`config.mk`:
```
export PLATFORM = sky130hd
export DESIGN_NAME = wb_slave_bcd_stopwatch
export DESIGN_NICKNAME = d
export VERILOG_FILES = /design/src/rtl/wb_slave_bcd_stopwatch.sv
export SDC_FILE = /design/constraint.sdc
export NUM_CORES = 1
export LEC_CHECK = 0
export ABC_AREA = 1
export BUFFER_PORTS_ARGS = -buffer_cell sky130_fd_sc_hd__buf_2
export CORE_ASPECT_RATIO = 1.2
export CORE_UTILIZATION = 45
export CTS_BUF_LIST = sky130_fd_sc_hd__clkbuf_8 sky130_fd_sc_hd__clkbuf_16
export CTS_CLUSTER_DIAMETER = 100
export DETAILED_ROUTE_END_ITERATION = 16
export MAX_ROUTING_LAYER = met4
export PLACE_DENSITY = 0.79
export SYNTH_ARGS = -nofsm -noshare
export SYNTH_HDL_FRONTEND = slang
export SYNTH_SLANG_ARGS = --single-unit
```
`constraint.sdc`:
```
create_clock -name clk -period 1.9 [get_ports clk]
set_input_delay 0.38 -clock clk [delete_from_list [all_inputs] [get_ports clk]]
set_output_delay 0.38 -clock clk [all_outputs]
set_load 0.02 [all_outputs]
```
`src/rtl/wb_slave_bcd_stopwatch.sv`:
```
// Wishbone classic slave holding a mm:ss stopwatch as four BCD digits.
// Registers: CTRL (run/clear/down), TIME, STATUS (wrap/zero[/alarm]), TICK.
// Optional feature macro ALARM_EN adds the ALARM register, STATUS bit2 and irq.
module wb_slave_bcd_stopwatch #(
    parameter int MAX_MIN      = 59,
    parameter bit DOWN_DEFAULT = 1'b0
) (
    input  logic        clk,
    input  logic        rst,
    input  logic        tick,
    input  logic [31:0] wb_adr_i,
    input  logic [31:0] wb_dat_i,
    input  logic [3:0]  wb_sel_i,
    input  logic        wb_cyc_i,
    input  logic        wb_stb_i,
    input  logic        wb_we_i,
    output logic [31:0] wb_dat_o,
    output logic        wb_ack_o,
    output logic [3:0]  sec1,
    output logic [3:0]  sec2,
    output logic [3:0]  min1,
    output logic [3:0]  min2
`ifdef ALARM_EN
    ,
    output logic        irq
`endif
);

    localparam logic [3:0]  MAX_M2   = 4'(MAX_MIN / 10);
    localparam logic [3:0]  MAX_M1   = 4'(MAX_MIN % 10);
    localparam logic [15:0] TIME_MAX = {MAX_M2, MAX_M1, 4'd5, 4'd9};

    // A time value is accepted only if every digit is BCD, sec2 <= 5 and mm <= MAX_MIN.
    function automatic logic time_ok(input logic [15:0] t);
        int mins;
        mins = int'(t[15:12]) * 10 + int'(t[11:8]);
        return (t[3:0] <= 4'd9) && (t[7:4] <= 4'd5) && (t[11:8] <= 4'd9) &&
               (t[15:12] <= 4'd9) && (mins <= MAX_MIN);
    endfunction

    function automatic logic [15:0] bcd_inc(input logic [15:0] t);
        logic [15:0] r;
        r = t;
        if (t[3:0] != 4'd9) r[3:0] = t[3:0] + 4'd1;
        else begin
            r[3:0] = 4'd0;
            if (t[7:4] != 4'd5) r[7:4] = t[7:4] + 4'd1;
            else begin
                r[7:4] = 4'd0;
                if (t[11:8] != 4'd9) r[11:8] = t[11:8] + 4'd1;
                else begin
                    r[11:8]  = 4'd0;
                    r[15:12] = t[15:12] + 4'd1;
                end
            end
        end
        return r;
    endfunction

    // Caller guarantees t is not 00:00.
    function automatic logic [15:0] bcd_dec(input logic [15:0] t);
        logic [15:0] r;
        r = t;
        if (t[3:0] != 4'd0) r[3:0] = t[3:0] - 4'd1;
        else begin
            r[3:0] = 4'd9;
            if (t[7:4] != 4'd0) r[7:4] = t[7:4] - 4'd1;
            else begin
                r[7:4] = 4'd5;
                if (t[11:8] != 4'd0) r[11:8] = t[11:8] - 4'd1;
                else begin
                    r[11:8]  = 4'd9;
                    r[15:12] = t[15:12] - 4'd1;
                end
            end
        end
        return r;
    endfunction

    logic [15:0] tm_q, tm_d;
    logic        run_q, run_d, down_q, down_d, wrap_q, wrap_set;
    logic        acc, wr, wr_ctrl, wr_time, wr_stat, wr_tick, step, zero, stepped;
    logic [2:0]  adr;
    logic [31:0] rd_data;
    logic        unused_bits;
`ifdef ALARM_EN
    logic [15:0] alarm_q;
    logic        alarm_flag_q, alarm_hit, wr_alarm;
`endif

    assign adr     = wb_adr_i[4:2];
    assign acc     = wb_cyc_i & wb_stb_i & ~wb_ack_o;
    assign wr      = acc & wb_we_i & wb_sel_i[0] & wb_sel_i[1];
    assign wr_ctrl = wr && (adr == 3'd0);
    assign wr_time = wr && (adr == 3'd1);
    assign wr_stat = wr && (adr == 3'd2);
    assign wr_tick = wr && (adr == 3'd3);
    assign step    = run_q & (tick | wr_tick);
    assign zero    = (tm_q == 16'h0000);
    assign {min2, min1, sec2, sec1} = tm_q;
    assign unused_bits = ^{wb_adr_i[31:5], wb_adr_i[1:0], wb_dat_i[31:16], wb_sel_i[3:2]};
`ifdef ALARM_EN
    assign wr_alarm = wr && (adr == 3'd4);
    assign irq      = alarm_flag_q;
`endif

    // Next time/control state: clear beats TIME write beats a tick step.
    always_comb begin
        tm_d     = tm_q;
        run_d    = run_q;
        down_d   = down_q;
        wrap_set = 1'b0;
        stepped  = 1'b0;
        if (wr_ctrl && wb_dat_i[1]) begin
            tm_d = 16'h0000;
        end else if (wr_time && time_ok(wb_dat_i[15:0])) begin
            tm_d = wb_dat_i[15:0];
        end else if (step) begin
            if (!down_q) begin
                stepped = 1'b1;
                if (tm_q == TIME_MAX) begin
                    tm_d     = 16'h0000;
                    wrap_set = 1'b1;
                end else begin
                    tm_d = bcd_inc(tm_q);
                end
            end else if (zero) begin
                run_d = 1'b0;
            end else begin
                stepped = 1'b1;
                tm_d    = bcd_dec(tm_q);
                if (tm_d == 16'h0000) run_d = 1'b0;
            end
        end
        if (wr_ctrl) begin
            run_d  = wb_dat_i[0];
            down_d = wb_dat_i[2];
        end
    end

`ifdef ALARM_EN
    assign alarm_hit = stepped && (tm_d == alarm_q);
`endif

    // Register read mux; unmapped offsets and write-only TICK read as zero.
    always_comb begin
        rd_data = 32'h0;
        case (adr)
            3'd0: rd_data = {29'h0, down_q, 1'b0, run_q};
            3'd1: rd_data = {16'h0, tm_q};
`ifdef ALARM_EN
            3'd2: rd_data = {29'h0, alarm_flag_q, zero, wrap_q};
            3'd4: rd_data = {16'h0, alarm_q};
`else
            3'd2: rd_data = {30'h0, zero, wrap_q};
`endif
            default: rd_data = 32'h0;
        endcase
    end

    // Bus handshake: ack one cycle after an accepted strobe, never two in a row.
    always_ff @(posedge clk or negedge rst) begin
        if (!rst) begin
            wb_ack_o <= 1'b0;
            wb_dat_o <= 32'h0;
        end else begin
            wb_ack_o <= acc;
            wb_dat_o <= acc ? rd_data : 32'h0;
        end
    end

    // Stopwatch state and sticky status flags.
    always_ff @(posedge clk or negedge rst) begin
        if (!rst) begin
            tm_q   <= 16'h0000;
            run_q  <= 1'b0;
            down_q <= DOWN_DEFAULT;
            wrap_q <= 1'b0;
        end else begin
            tm_q   <= tm_d;
            run_q  <= run_d;
            down_q <= down_d;
            wrap_q <= (wrap_q & ~(wr_stat & wb_dat_i[0])) | wrap_set;
        end
    end

`ifdef ALARM_EN
    // Alarm register and sticky alarm flag driving irq.
    always_ff @(posedge clk or negedge rst) begin
        if (!rst) begin
            alarm_q      <= 16'h0000;
            alarm_flag_q <= 1'b0;
        end else begin
            if (wr_alarm && time_ok(wb_dat_i[15:0])) alarm_q <= wb_dat_i[15:0];
            alarm_flag_q <= (alarm_flag_q & ~(wr_stat & wb_dat_i[2])) | alarm_hit;
        end
    end
`endif

endmodule
```
==> impl_metrics.toml <==
[synthesis]
synth.distinct_cells = 45
synth_cells = 421
netlist_area_sq_mm = 0.00306
ys_warn_count = 0
avgSynthCellArea_sq_um = 7.26
ys_ff_latch = 36
yosysSeqAreaShare_pct = 29.5

[floorplan]
fp.dieArea_sq_mm = 0.00713
die_y_um = 92.3
core_sq_mm = 0.00649
initial_core_util_pct = 47.1
rows = 32
dieWidth_um = 77.2
ios = 123

[critical_path]
crit_arrival_ns = 2.57
cp-start-kind = "primary input"
required_ns = 2.09
crit_path_max_fanout = 4
endpoint_kind = "flip-flop"
crit_type = "in2reg"

[grt]
grt_usage_pct = 26.7
grt_max_degree = 37
met3_usage_pct = 3.08
antenna_found_initial = 0
grt_pass1_wl_mm = 14.6
use_met1_pct = 30.5
overflow = 0
use_met2_pct = 45.7
grt.busiest_layer = "met2"
grt_pass1_vias = 3242

[status]
status = "finished, violations left"
violations = "setup timing"

[pwr]
leakagePower_nw = 2.22
power_mw = 4.90
max-vdd-ir-drop_v = 0.000486
power_density_mw_per_mm2 = 1180

[drt]
wl_per_cell_um = 13.8
firstDrtPassIters = 5
drc_errors = 0
vias = 3278
initialDrtViolationCount = 217
ant_nets = 0
wl_mm = 8.82
vias_per_cell = 5.15

[timing]
setup_violations = 18
fmax_mhz = 420
holdWs_ns = 0.133
fin_tns_setup_ns = -7.52
min_period_over_period_pct = 125
drv_slew = 0
rsz0062_at_grt = "true"
hold_viol = 0
finalClockSkew_ns = 0.00390
min_period_ns = 2.38
layout_setup_ws_ns = -0.482

[finish]
drive_above_1_share_pct = 35.3
fillers = 578
area_delta_synth_final_pct = 35.9
fin_area_sq_mm = 0.00415
final_net_count = 648
insertedDiodeCount = 0

[clocking]
root_buffer = "clkbuf_8"
tritoncts = "yes"
numCtsBuffers = 5
clockBufferDepth = 2
clkTransAtPathRegs_ns = 0.07
holdBufCountCts = 0
htreeDepth = 2
insertion_delay_ns = 0.29
clkSinkCount = 36

[place]
dp_hpwl_mm = 6.90
port_buffers = 59
finalWeightedCongestion = 0.985
postPlaceCellArea_sq_mm = 0.00391

[worst_hold_path]
min_path_type = "in2async"

[job]
cap_violations = 0
[layer usage]
layer,vias to the layer above,share of wire (%)
li1,1617,-
met1,1498,40
met2,136,51
met4,0,3.7
met3,27,5.3
met5,-,0
[metrics by stage]
stage          setup slack (ns)  std cells  utilization (%)
3_3_place_gp             -0.783        624             60.3
2_1_floorplan            -0.491        436                -
6_report                 -0.482        637             64.0
5_1_grt                  -0.592        637             64.0
4_1_cts                  -0.417        635             63.3
3_5_place_dp             -0.856        624             60.3
[final timing paths]
kind                         startpoint     endpoint  slack, ns  cells past startpoint
max                        wb_dat_i[13]     tm_q[15]      -0.48                     16
min                                 rst        run_q       0.13                      2
max reg2reg                     tm_q[1]        run_q      -0.17                     13
min reg2reg                    wb_ack_o     wb_ack_o       0.48                      1
max in group asynchronous           rst  wb_dat_o[0]       1.43                      2
min in group clk               wb_stb_i     wb_ack_o       0.35                      3
[cell usage after synthesis (all sizes together)]
master	n	area [sq um]
clkbuf	5	18.8
a22oi	1	7.51
o31ai	2	15.0
o211ai	1	7.51
ha	20	250
fa	2	40.0
xor2	4	35.0
or2	4	25.0
a21oi	12	63.8
o21ai	38	209
nand4	9	83.8
nor2	52	229
buf	21	164
nor3	18	95.1
conb	1	3.75
inv	46	173
nand3b	3	35.0
and3	1	6.26
xnor2	2	17.5
nand2	95	382
nand3	36	215
dfrtp	36	901
o21a	1	7.51
nor3b	1	7.51
a22o	1	8.76
o22ai	9	56.3
[timing repair]
item | CTS | global route
endpoints found under the setup margin | 18 | 19
pin swaps | 7 | 5
gates resized for setup | 25 | 10
buffers inserted | 2 | 1
cloned | 2 | 1
[cells by family (layout without fill, tap and decap cells)]
kind of cell               count (synthesis)  in the layout  synth area share [%]
buffers and inverters                     72            186                  11.6
adders and majority gates                 22             22                  9.50
other                                      1             16                 0.123
and+or+nand+nor                          219            221                  35.3
xor gates and xnor gates                   6              6                  1.72
DFF                                       36             36                  29.5
AOI/OAI and AO/OA                         65             65                  12.3
[where the power goes]
part           total [mW]  internal, mW  switching (mW)  leakage, nW
clock               0.598         0.323           0.275       0.0503
sequential           1.05         0.926           0.120        0.473
combinational        3.26          1.34            1.92         1.69
[cell type report]
class	instances	area (sq um)	share of cell area, %
timing repair inverter	1	3.75	0.0904
tap	85	106	2.56
clock buffer	7	96.3	2.32
sequential	36	901	21.7
multi-input combinational	330	1990	48.0
timing repair buffer	132	875	21.1
inverter	46	178	4.28
[state kept, by name, indices dropped and copies added (netlist names)]
name	count
down_q	1
run_q	1
tm_q	16
wb_ack_o	1
wb_dat_o	16
wrap_q	1
[worst max-delay path: stages]
cell and delay (ns):
buf_8 0.10, ha_4 0.23, ha_4 0.16, fa_1 0.52, nand2_1 0.06, nand3b_1 0.18
nand3_2 0.09, nand2_2 0.07, nor2_4 0.16, buf_4 0.14, nand2_2 0.09, buf_4 0.15
nor2_1 0.08, nor2_1 0.05, nand2_1 0.06, nand2_1 0.04
[cell usage in the layout, fill, tap and decap left out, drive strengths merged]
| cell | n |
|---|---|
| a21oi | 12 |
| nor3b | 1 |
| nand4 | 9 |
| o21a | 1 |
| dfrtp | 36 |
| nand3 | 36 |
| nand2 | 97 |
| a22oi | 1 |
| buf | 132 |
| xnor2 | 2 |
| nand3b | 3 |
| a22o | 1 |
| nor3 | 18 |
| o21ai | 38 |
| and3 | 1 |
| o22ai | 9 |
| conb | 16 |
| inv | 47 |
| xor2 | 4 |
| clkbuf | 7 |
| fa | 2 |
| o31ai | 2 |
| or2 | 4 |
| ha | 20 |
| o211ai | 1 |
| nor2 | 52 |
Note: power is estimated with default switching activity, not from simulation.
